===== src/rtl/mcycle_pkg.sv =====
// mcycle_pkg: shared definitions for the multi-cycle multiply/divide engine.
//   - MCycleOp bit encodings (bit0 selects multiply/divide, bit1 selects
//     unsigned/signed arithmetic).
//   - FSM state encoding used by mcycle_unit.
package mcycle_pkg;

  // MCycleOp[0]
  localparam logic MCOP_MUL      = 1'b0;
  localparam logic MCOP_DIV      = 1'b1;
  // MCycleOp[1]
  localparam logic MCOP_UNSIGNED = 1'b0;
  localparam logic MCOP_SIGNED   = 1'b1;

  typedef enum logic [1:0] {
    IDLE    = 2'd0,
    COMPUTE = 2'd1,
    DONE    = 2'd2
  } state_t;

endpackage


===== src/rtl/mcycle_unit_if.sv =====
// mcycle_unit_if: request/response bundle between the EX stage and the
// multi-cycle engine.
//   Start     EX-stage instruction is a multi-cycle op (held while stalled)
//   MCycleOp  bit0: 0=multiply 1=divide; bit1: 0=unsigned 1=signed
//   Operand1  multiplicand / dividend
//   Operand2  multiplier / divisor
//   Result1   product low half / quotient
//   Result2   product high half / remainder
//   Busy      stall request to the hazard unit
//   Done      one-cycle pulse, results valid this cycle
// Modports: master = pipeline side, slave = engine side.
interface mcycle_unit_if #(
  parameter int WIDTH = 32
);
  logic             Start;
  logic [1:0]       MCycleOp;
  logic [WIDTH-1:0] Operand1;
  logic [WIDTH-1:0] Operand2;
  logic [WIDTH-1:0] Result1;
  logic [WIDTH-1:0] Result2;
  logic             Busy;
  logic             Done;

  modport master (
    output Start, MCycleOp, Operand1, Operand2,
    input  Result1, Result2, Busy, Done
  );

  modport slave (
    input  Start, MCycleOp, Operand1, Operand2,
    output Result1, Result2, Busy, Done
  );
endinterface


===== src/rtl/mcycle_div_step.sv =====
// mcycle_div_step: one combinational restoring-division iteration.
//   i_rem      current partial remainder (always < divisor)
//   i_dbit     next dividend bit, shifted into the remainder LSB
//   i_divisor  divisor magnitude
//   o_rem      next partial remainder
//   o_qbit     quotient bit produced by this iteration
module mcycle_div_step
  import mcycle_pkg::*;
#(
  parameter int WIDTH = 32
) (
  input  logic [WIDTH-1:0] i_rem,
  input  logic             i_dbit,
  input  logic [WIDTH-1:0] i_divisor,
  output logic [WIDTH-1:0] o_rem,
  output logic             o_qbit
);

  // Shifted remainder needs one extra bit before the compare.
  logic [WIDTH:0]   w_shift;
  logic [WIDTH-1:0] w_diff;

  assign w_shift = {i_rem, i_dbit};
  assign o_qbit  = (w_shift >= {1'b0, i_divisor});
  // When the subtraction succeeds the true difference is below the divisor,
  // so a WIDTH-bit modular subtract gives the exact value.
  assign w_diff  = w_shift[WIDTH-1:0] - i_divisor;
  // On failure the shifted value is below the divisor and fits in WIDTH bits.
  assign o_rem   = o_qbit ? w_diff : w_shift[WIDTH-1:0];

endmodule


===== src/rtl/mcycle_unit.sv =====
// mcycle_unit: iterative multiply/divide engine for the EX stage.
//   CLK    system clock, all state on the rising edge
//   RESET  synchronous active-high reset; aborts any operation in flight
//   bus    mcycle_unit_if.slave (Start/MCycleOp/Operand1/Operand2 in,
//          Result1/Result2/Busy/Done out)
// Operation: Start in IDLE latches the op and operand magnitudes, COMPUTE
// runs WIDTH shift-add or restoring-divide iterations, the last iteration
// applies the sign fix and registers the results, DONE pulses Done for one
// cycle. Busy = (IDLE & Start) | COMPUTE.
module mcycle_unit
  import mcycle_pkg::*;
#(
  parameter int WIDTH = 32
) (
  input  logic         CLK,
  input  logic         RESET,
  mcycle_unit_if.slave bus
);

  localparam int            CW   = $clog2(WIDTH);
  localparam logic [CW-1:0] LAST = CW'(WIDTH - 1);

  state_t               r_state;
  logic [CW-1:0]        r_cnt;
  logic                 r_op_kind;     // MCOP_MUL / MCOP_DIV
  logic                 r_sign_q;      // negate product / quotient
  logic                 r_sign_r;      // negate remainder
  logic                 r_div_zero;
  logic [WIDTH-1:0]     r_a;           // multiplier, or dividend shifting into quotient
  logic [WIDTH-1:0]     r_b;           // divisor magnitude
  logic [2*WIDTH-1:0]   r_acc;         // product accumulator, low half = remainder
  logic [2*WIDTH-1:0]   r_mcand;       // multiplicand, shifted left each step
  logic [WIDTH-1:0]     r_result1;
  logic [WIDTH-1:0]     r_result2;
  logic                 r_done;

  logic                 w_signed;
  logic [WIDTH-1:0]     w_op1_abs;
  logic [WIDTH-1:0]     w_op2_abs;
  logic [2*WIDTH-1:0]   w_prod_next;
  logic [2*WIDTH-1:0]   w_prod_fix;
  logic [WIDTH-1:0]     w_rem_next;
  logic                 w_qbit;
  logic [WIDTH-1:0]     w_quo_next;
  logic [WIDTH-1:0]     w_res1;
  logic [WIDTH-1:0]     w_res2;

  // Magnitudes: the most-negative value negates to itself, which read as
  // unsigned is exactly 2^(WIDTH-1), so no extra bit is needed.
  assign w_signed  = (bus.MCycleOp[1] == MCOP_SIGNED);
  assign w_op1_abs = (w_signed && bus.Operand1[WIDTH-1]) ? -bus.Operand1 : bus.Operand1;
  assign w_op2_abs = (w_signed && bus.Operand2[WIDTH-1]) ? -bus.Operand2 : bus.Operand2;

  // Multiply step: LSB-first shift-add.
  assign w_prod_next = r_acc + (r_a[0] ? r_mcand : '0);

  // Divide step: dividend MSB feeds the remainder, quotient bit enters r_a LSB.
  mcycle_div_step #(
    .WIDTH (WIDTH)
  ) u_div_step (
    .i_rem     (r_acc[WIDTH-1:0]),
    .i_dbit    (r_a[WIDTH-1]),
    .i_divisor (r_b),
    .o_rem     (w_rem_next),
    .o_qbit    (w_qbit)
  );

  assign w_quo_next = {r_a[WIDTH-2:0], w_qbit};

  // Sign fix applied to the final iteration's values.
  always_comb begin
    w_prod_fix = w_prod_next;
    w_res1     = '0;
    w_res2     = '0;
    if (r_op_kind == MCOP_MUL) begin
      if (r_sign_q) w_prod_fix = -w_prod_next;
      w_res1 = w_prod_fix[WIDTH-1:0];
      w_res2 = w_prod_fix[2*WIDTH-1:WIDTH];
    end else begin
      w_res1 = r_sign_q ? -w_quo_next : w_quo_next;
      // The remainder of a divide by zero is |Op1| re-signed, i.e. Op1 itself.
      w_res2 = r_sign_r ? -w_rem_next : w_rem_next;
      // Quotient for a zero divisor is all ones regardless of signs.
      if (r_div_zero) w_res1 = '1;
    end
  end

  always_ff @(posedge CLK) begin
    if (RESET) begin
      r_state    <= IDLE;
      r_cnt      <= '0;
      r_op_kind  <= MCOP_MUL;
      r_sign_q   <= 1'b0;
      r_sign_r   <= 1'b0;
      r_div_zero <= 1'b0;
      r_a        <= '0;
      r_b        <= '0;
      r_acc      <= '0;
      r_mcand    <= '0;
      r_result1  <= '0;
      r_result2  <= '0;
      r_done     <= 1'b0;
    end else begin
      r_done <= 1'b0;
      case (r_state)
        IDLE: begin
          if (bus.Start) begin
            r_op_kind  <= bus.MCycleOp[0];
            r_sign_q   <= w_signed & (bus.Operand1[WIDTH-1] ^ bus.Operand2[WIDTH-1]);
            r_sign_r   <= w_signed & bus.Operand1[WIDTH-1];
            r_div_zero <= (bus.Operand2 == '0);
            r_a        <= (bus.MCycleOp[0] == MCOP_DIV) ? w_op1_abs : w_op2_abs;
            r_b        <= w_op2_abs;
            r_mcand    <= {{WIDTH{1'b0}}, w_op1_abs};
            r_acc      <= '0;
            r_cnt      <= '0;
            r_state    <= COMPUTE;
          end
        end
        COMPUTE: begin
          if (r_op_kind == MCOP_DIV) begin
            r_acc <= {{WIDTH{1'b0}}, w_rem_next};
            r_a   <= w_quo_next;
          end else begin
            r_acc   <= w_prod_next;
            r_mcand <= r_mcand << 1;
            r_a     <= r_a >> 1;
          end
          r_cnt <= r_cnt + CW'(1);
          if (r_cnt == LAST) begin
            r_result1 <= w_res1;
            r_result2 <= w_res2;
            r_done    <= 1'b1;
            r_state   <= DONE;
          end
        end
        // The stalled instruction advances on this edge, so Start is ignored.
        DONE:    r_state <= IDLE;
        default: r_state <= IDLE;
      endcase
    end
  end

  assign bus.Busy    = ((r_state == IDLE) && bus.Start) || (r_state == COMPUTE);
  assign bus.Done    = r_done;
  assign bus.Result1 = r_result1;
  assign bus.Result2 = r_result2;

endmodule


===== src/flat_wrapper.sv =====
// flat-port wrapper written by rule: the top's interface ports become plain ports
module mcycle_unit_flat import mcycle_pkg::*;
#(
  parameter int WIDTH = 32
)
  (CLK, RESET, bus_Start, bus_MCycleOp, bus_Operand1, bus_Operand2, bus_Result1, bus_Result2, bus_Busy, bus_Done);
  mcycle_unit_if #(.WIDTH(WIDTH)) bus_i ();
  input  logic CLK;
  input  logic RESET;
  input wire logic [$bits(bus_i.Start)-1:0] bus_Start;
  input wire logic [$bits(bus_i.MCycleOp)-1:0] bus_MCycleOp;
  input wire logic [$bits(bus_i.Operand1)-1:0] bus_Operand1;
  input wire logic [$bits(bus_i.Operand2)-1:0] bus_Operand2;
  output wire logic [$bits(bus_i.Result1)-1:0] bus_Result1;
  output wire logic [$bits(bus_i.Result2)-1:0] bus_Result2;
  output wire logic [$bits(bus_i.Busy)-1:0] bus_Busy;
  output wire logic [$bits(bus_i.Done)-1:0] bus_Done;
  assign bus_i.Start = bus_Start;
  assign bus_i.MCycleOp = bus_MCycleOp;
  assign bus_i.Operand1 = bus_Operand1;
  assign bus_i.Operand2 = bus_Operand2;
  assign bus_Result1 = bus_i.Result1;
  assign bus_Result2 = bus_i.Result2;
  assign bus_Busy = bus_i.Busy;
  assign bus_Done = bus_i.Done;
  mcycle_unit #(.WIDTH(WIDTH)) u_core (.CLK(CLK), .RESET(RESET), .bus(bus_i));
endmodule

===== config.mk =====
export PLATFORM = sky130hd
export DESIGN_NAME = mcycle_unit_flat
export DESIGN_NICKNAME = d
export VERILOG_FILES = /design/src/rtl/mcycle_pkg.sv /design/src/rtl/mcycle_unit_if.sv /design/src/rtl/mcycle_div_step.sv /design/src/rtl/mcycle_unit.sv /design/src/flat_wrapper.sv
export SDC_FILE = /design/constraint.sdc
export NUM_CORES = 1
export LEC_CHECK = 0
export ABC_CLOCK_PERIOD_IN_PS = 7000
export CORE_ASPECT_RATIO = 0.9
export CORE_UTILIZATION = 30
export CTS_CLUSTER_SIZE = 24
export DETAILED_ROUTE_END_ITERATION = 12
export PLACE_DENSITY_LB_ADDON = 0.2
export SLEW_MARGIN = 40
export SYNTH_ARGS = -nofsm -noshare
export SYNTH_HDL_FRONTEND = slang
export SYNTH_SLANG_ARGS = --single-unit
export TNS_END_PERCENT = 10

===== constraint.sdc =====
create_clock -name CLK -period 7 [get_ports CLK]
set_input_delay 1.75 -clock CLK [delete_from_list [all_inputs] [get_ports CLK]]
set_output_delay 1.75 -clock CLK [all_outputs]
set_load 0.01 [all_outputs]

# ---- Word level (Yosys, flattened, before mapping)
# Cells that the tools add are included.
dict set report totals {
  word_cells 70
  out_inout_bits 66
  latchBits 0
  mem_count 0
  ff_bits 268
  rom_bits 0
  ram_bits 0
  in_bits 69
}
dict set report classes {
  bitwise_logic 4
  mul 0
  n_reduce_logical 13
  eq_ne 5
  div 0
  n_addsub 8
  shift 0
  mux 26
  order_cmp 1
}
# operator count
set ops {}
lappend ops {{two-way mux 64 bit} 6}
lappend ops {{two-way mux 32 bit} 11}
lappend ops {{case mux 64 bit (2 select lines)} 2}
lappend ops {{negator 32 bit} 4}
lappend ops {{adder 64 bit} 1}
lappend ops {{negator 64 bit} 1}
lappend ops {{case mux 32 bit (2 select lines)} 1}
lappend ops {{>= comparator 33 x 32 -> 1 bit} 1}
lappend ops {{logical NOT 32 bit} 1}
lappend ops {{subtractor 32 bit} 1}
lappend ops {{case mux 5 bit (2 select lines)} 1}
lappend ops {{AND reduction 2 bit} 4}
lappend ops {{adder 5 x 1 -> 5 bit, second input constant} 1}
lappend ops {{== test 5 bit, second input constant} 1}
lappend ops {{two-way mux 5 bit} 1}
lappend ops {{two-way mux 2 bit} 2}
lappend ops {{!= test 2 bit, second input constant} 2}
lappend ops {{case mux 2 bit (2 select lines)} 1}
lappend ops {{logical AND 1 bit} 3}
lappend ops {{AND reduction 3 bit} 1}
lappend ops {{AND 1 bit} 2}
lappend ops {{== test 2 x 1 -> 1 bit, second input constant} 1}
lappend ops {{logical NOT 2 bit} 1}
lappend ops {{!= test 2 x 1 -> 1 bit, second input constant} 1}
lappend ops {{other kinds (6)} 6}

# ---- Longest topological paths before layout
dict set report logic_depth {
  depth_word 5
  mapped_depth 25
  ltp_nobuf 20
}

# ---- Hierarchy
# Synthesis repeated with hierarchy kept, for this count alone.
dict set report hier_totals {
  cells_unflattened 3226
  area_unflattened_um2 23287.3
}
# module seq_area_each_um2 cells_per_inst n_inst area_each_um2
set by_module_without_submodules {}
lappend by_module_without_submodules {mcycle_unit 5365.1 2903 1 20956.3}
lappend by_module_without_submodules {mcycle_div_step 0.0 323 1 2331.0}

# ---- Worst setup path before layout
# Ideal clock, no wire load.
dict set report synth_path {
  path_kind {register -> register}
  startpoint {register u_core.r_acc[13]}
  endpoint {register u_core.r_result2[24] (netlist: u_core.bus.Result2[24])}
  path_stages_with_launch 25
  setup_time_ps 132
  arrival_ps 5561
  t_required_ps 6868
  slack_ps 1307
  path_cell_list {dfxtp_1 -> ha_1 -> buf_2 -> nand4_1 -> or2_2 -> o22ai_1 -> nor2_1 -> a21oi_1 -> or2_1 -> buf_2 -> buf_2 -> buf_2 -> buf_2 -> buf_2 -> mux2i_1 -> ha_1 -> inv_1 -> nor2_1 -> nor4b_1 -> a41oi_1 -> nor4_1 -> a41oi_1 -> xnor2_1 -> a221oi_1 -> a21oi_1}
}
dict set report synth_via {
  elab_chain_len 5
  elab_cells_between_ends 9
  classes_between {add/sub (4); order compare (1); mux (4)}
}
# item line
set synth_lines {}
lappend synth_lines {{start, declared} mcycle_unit.sv:31} ;# logic [2*WIDTH-1:0] r_acc;
lappend synth_lines {{start signal, assigned} mcycle_unit.sv:122} ;# r_acc <= {{WIDTH{1'b0}}, w_rem_next};
lappend synth_lines {{start signal, assigned} mcycle_unit.sv:125} ;# r_acc <= w_prod_next;
lappend synth_lines {{parallel branches: the longest is 4 deep, another holds adder 64 bit} n/a}
lappend synth_lines {{two-way mux 32 bit *} mcycle_unit.sv:75} ;# if (r_op_kind == MCOP_MUL) begin
lappend synth_lines {{end signal, assigned} mcycle_unit.sv:132} ;# r_result2 <= w_res2;
lappend synth_lines {{end, declared} mcycle_unit.sv:34} ;# logic [WIDTH-1:0] r_result2;
# Mark *: on every way between the ends.
# A chain may end at the register's enable or synchronous reset.

# ---- Worst setup path after layout
dict set report layout_path {
  startpoint {register u_core.r_a[0]}
  endpoint {register u_core.r_result2[17] (netlist: u_core.bus.Result2[17])}
}
dict set report layout_via {
  elab_chain_len 5
}
# item line
set layout_lines {}
lappend layout_lines {{start, declared} mcycle_unit.sv:29} ;# logic [WIDTH-1:0] r_a;
lappend layout_lines {{start signal, assigned} mcycle_unit.sv:112} ;# r_a <= (bus.MCycleOp[0] == MCOP_DIV) ? w_op1_abs : w_op2_abs;
lappend layout_lines {{start signal, assigned} mcycle_unit.sv:123} ;# r_a <= w_quo_next;
lappend layout_lines {{start signal, assigned} mcycle_unit.sv:127} ;# r_a <= r_a >> 1;
lappend layout_lines {{two-way mux 64 bit *} mcycle_unit.sv:55} ;# assign w_prod_next = r_acc + (r_a[0] ? r_mcand : '0);
lappend layout_lines {{adder 64 bit *} mcycle_unit.sv:55}
lappend layout_lines {{negator 64 bit} mcycle_unit.sv:76} ;# if (r_sign_q) w_prod_fix = -w_prod_next;
lappend layout_lines {{two-way mux 64 bit *} mcycle_unit.sv:76}
lappend layout_lines {{two-way mux 32 bit *} mcycle_unit.sv:75}
# Every way passes the cells marked *; elsewhere a longest branch is shown, timed or not.

==> metrics <==
H-tree levels=2; Rel. slew slack=35.53%; outcome=complete, no violations; layout cell share with drive strength beyond 1=6.539%; CP peak stage delay=0.61 ns; RSZ-0062 raised after global routing=false; IO Count=135; CP max-delay cell=nor3_1; Post-CTS Setup Bufs=0; Final Setup Violations=0; vias in the first global route=22,682; Crit. End Element=flop; setup_tns=0 ns; Yosys reg bits=268; dominant cell by count in the synthesized netlist=nor2_1; Worst-Margin Slew=0.9570 ns; Largest delay share family, worst path=simple AND/OR/NAND/NOR gates; Clock Skews=0.05034 ns; Routed Antenna Nets=0; post-synth top area share=22.96%; synthesized instance count=3,194; Starting DRT DRC Count=2,461; router iterations before antenna repair=6; CTS Hold Bufs=0; synth top area cells=dfxtp_1 (23%), nor2_1 (6.7%), a21oi_1 (5.8%); Avg WL per Cell=24.67 µm; area leader, netlist=dfxtp_1; Synth Warn #=0; final net count=3,372; Synth Flop Type=dfxtp_1; # port buffers=134; grt ovf=0; GRT Overall Usage=25.96%; Syn Nets=3,367; Vias/cell=5.813; Antenna Cells=0; pwr/cell area=182.8 nW/µm²; Critical Path AT=6.29 ns; area delta synth->final=15.39%; clock buffer depth=3; total area of sequential cells=5371 µm²; Die X-Extent=296.2 µm; Residual DRC=0; Placeable Area=76,630 µm²; Leakage Power=10.16 nW; Post-Syn Area per Cell=7.315 µm²; CP max FO=41; Final min period=5.845 ns; multi-input logic area=16,890 µm²; Clk Tree Root Cell=clkbuf_16; worst path required time=7.44 ns; CTS sink cnt=268; clk slew on worst S/H paths=0.06 ns; synth cell count leaders=nor2_1 (416), nand2_1 (280), a21oi_1 (270), dfxtp_1 (268), clkbuf_1 (178); initial antenna violation count=1; CTS buffer count=36; ys async rst share=0%; VDD IR max=0.0001499 V; DRT Wirelength=105,000 µm; FILL cells=8,345; final HPWL from detailed placement=82,330 µm; final hold violation count=0; Setup Crit Path Kind=flop to flop; fin crit share=83.50%; DIE HEIGHT=266.8 µm; fmax=171.1 MHz; Seq/Total Area, Yosys=22.96%; maximum capacitance violations=0; Startpoint Class=flop; pin count of the biggest net entering global routing=119; first-pass GRT wire length=154,100 µm; cell total after placement=4,188; later-pin clock latency in the skew report=0.59 ns; # resized after CTS=0; cell mode on critical path=nor3_1; critical path cell sequence=buf_4 > and2_1 > ha_1 > nand2_1 > nor3_1 > nand3_1 > a211oi_1 > nor2_1 > xnor2_1 > or3_4 > or4b_4 > nor3_1 > a311oi_1 > a2111oi_0 > nor3_1; row count=96; via count=24,739; Placer Congestion=1.004; Starting Density=30.49%; WP buf/inv=1; library cells used by synthesis=100; CTS tree=yes; fin cells=4,256; Slew Viols, Final=0; EDFF count, synth=0; hold crit path type=flop to flop; full die area=79,000 µm²; Mapped Area=23,360 µm²
final cells by class:
cell class	count	share of cell area, %
multi-input cells	2620	62.66
flip-flops and latches	268	19.92
well taps	1029	4.775
inverters	76	1.058
clock inverters	15	0.6358
repair buffers	197	7.026
clock buffers	51	3.926
layer usage:
layer  GRT usage (%)  routed length [µm]
met2           39.01               45020
met3           4.297                7865
met4           9.000                3733
met1           37.03               48350
met5               0                  13
cell families after synthesis:
family,synth area share (%)
buffers and inverters,5.109
adder cells (fa/ha/maj),5.633
AO/OA/AOI/OAI,29.08
XOR/XNOR,8.397
multiplexers,4.670
AND/OR/NAND/NOR,24.15
flip-flops,22.96
worst paths after layout:
path,end,start,slack (ns),cells after the start
worst max register to register,u_core.bus.Result2[17],u_core.r_a[0],1.15,15
worst max-delay path,u_core.bus.Result2[17],u_core.r_a[0],1.15,15
worst min register to register,u_core.bus.Result1[1],u_core.bus.Result1[1],0.45,2
worst min-delay path,u_core.bus.Result1[1],u_core.bus.Result1[1],0.45,2
sequential cells by signal, indices dropped and copies added (netlist names):
name and flops:
u_core.r_sign_r 1, u_core.r_cnt 5, u_core.r_a 32, u_core.bus.Result1 32, u_core.r_b 32, u_core.bus.Done 1
u_core.bus.Result2 32, u_core.r_div_zero 1, u_core.r_acc 64, u_core.r_state 2, u_core.r_op_kind 1, u_core.r_sign_q 1
u_core.r_mcand 64
worst min-delay path: stages, from the launching register on:
cell and delay [ns]:
dfxtp_1 0.31, nand2_1 0.05, a21oi_1 0.05
cells in the final DEF, fill, tap and decap left out, types with 37 or more instances in the layout:
master	count
mux2i_1	99
nand3_1	43
nand4_1	51
a211oi_1	103
inv_1	74
and2_1	91
ha_1	102
a21oi_1	270
buf_4	57
o31ai_1	37
clkdlybuf4s50_1	132
nand2_1	280
nor2_1	412
xnor2_1	142
a22oi_1	95
o21ai_0	148
a21o_1	52
dfxtp_1	265
nor3_1	86
xor2_1	82
o221ai_1	42
clkbuf_16	37
stage by stage:
stage | hold slack, ns | total power (W) | utilization (%) | setup slack, ns | cell area (µm²)
floorplan | 0.4400 | 0.002519 | - | 1.307 | 23360
global placement | 0.4414 | 0.002990 | 33.39 | 1.392 | 25590
detailed placement | 0.4434 | 0.002989 | 33.49 | 1.297 | 25670
CTS | 0.4581 | 0.004939 | 35.10 | 1.299 | 26900
global route | 0.4677 | 0.005130 | 35.18 | 0.7830 | 26960
finish | 0.4542 | 0.004930 | 35.18 | 1.155 | 26960
power breakdown:
group | leakage [nW] | internal (W) | switching [W] | total (W)
Sequential | 2.18 | 0.00159 | 0.000107 | 0.00169
Combinational | 7.38 | 0.000443 | 0.000851 | 0.00129
Clock | 0.600 | 0.00111 | 0.000829 | 0.00194
(Power assumes the default switching activity.)
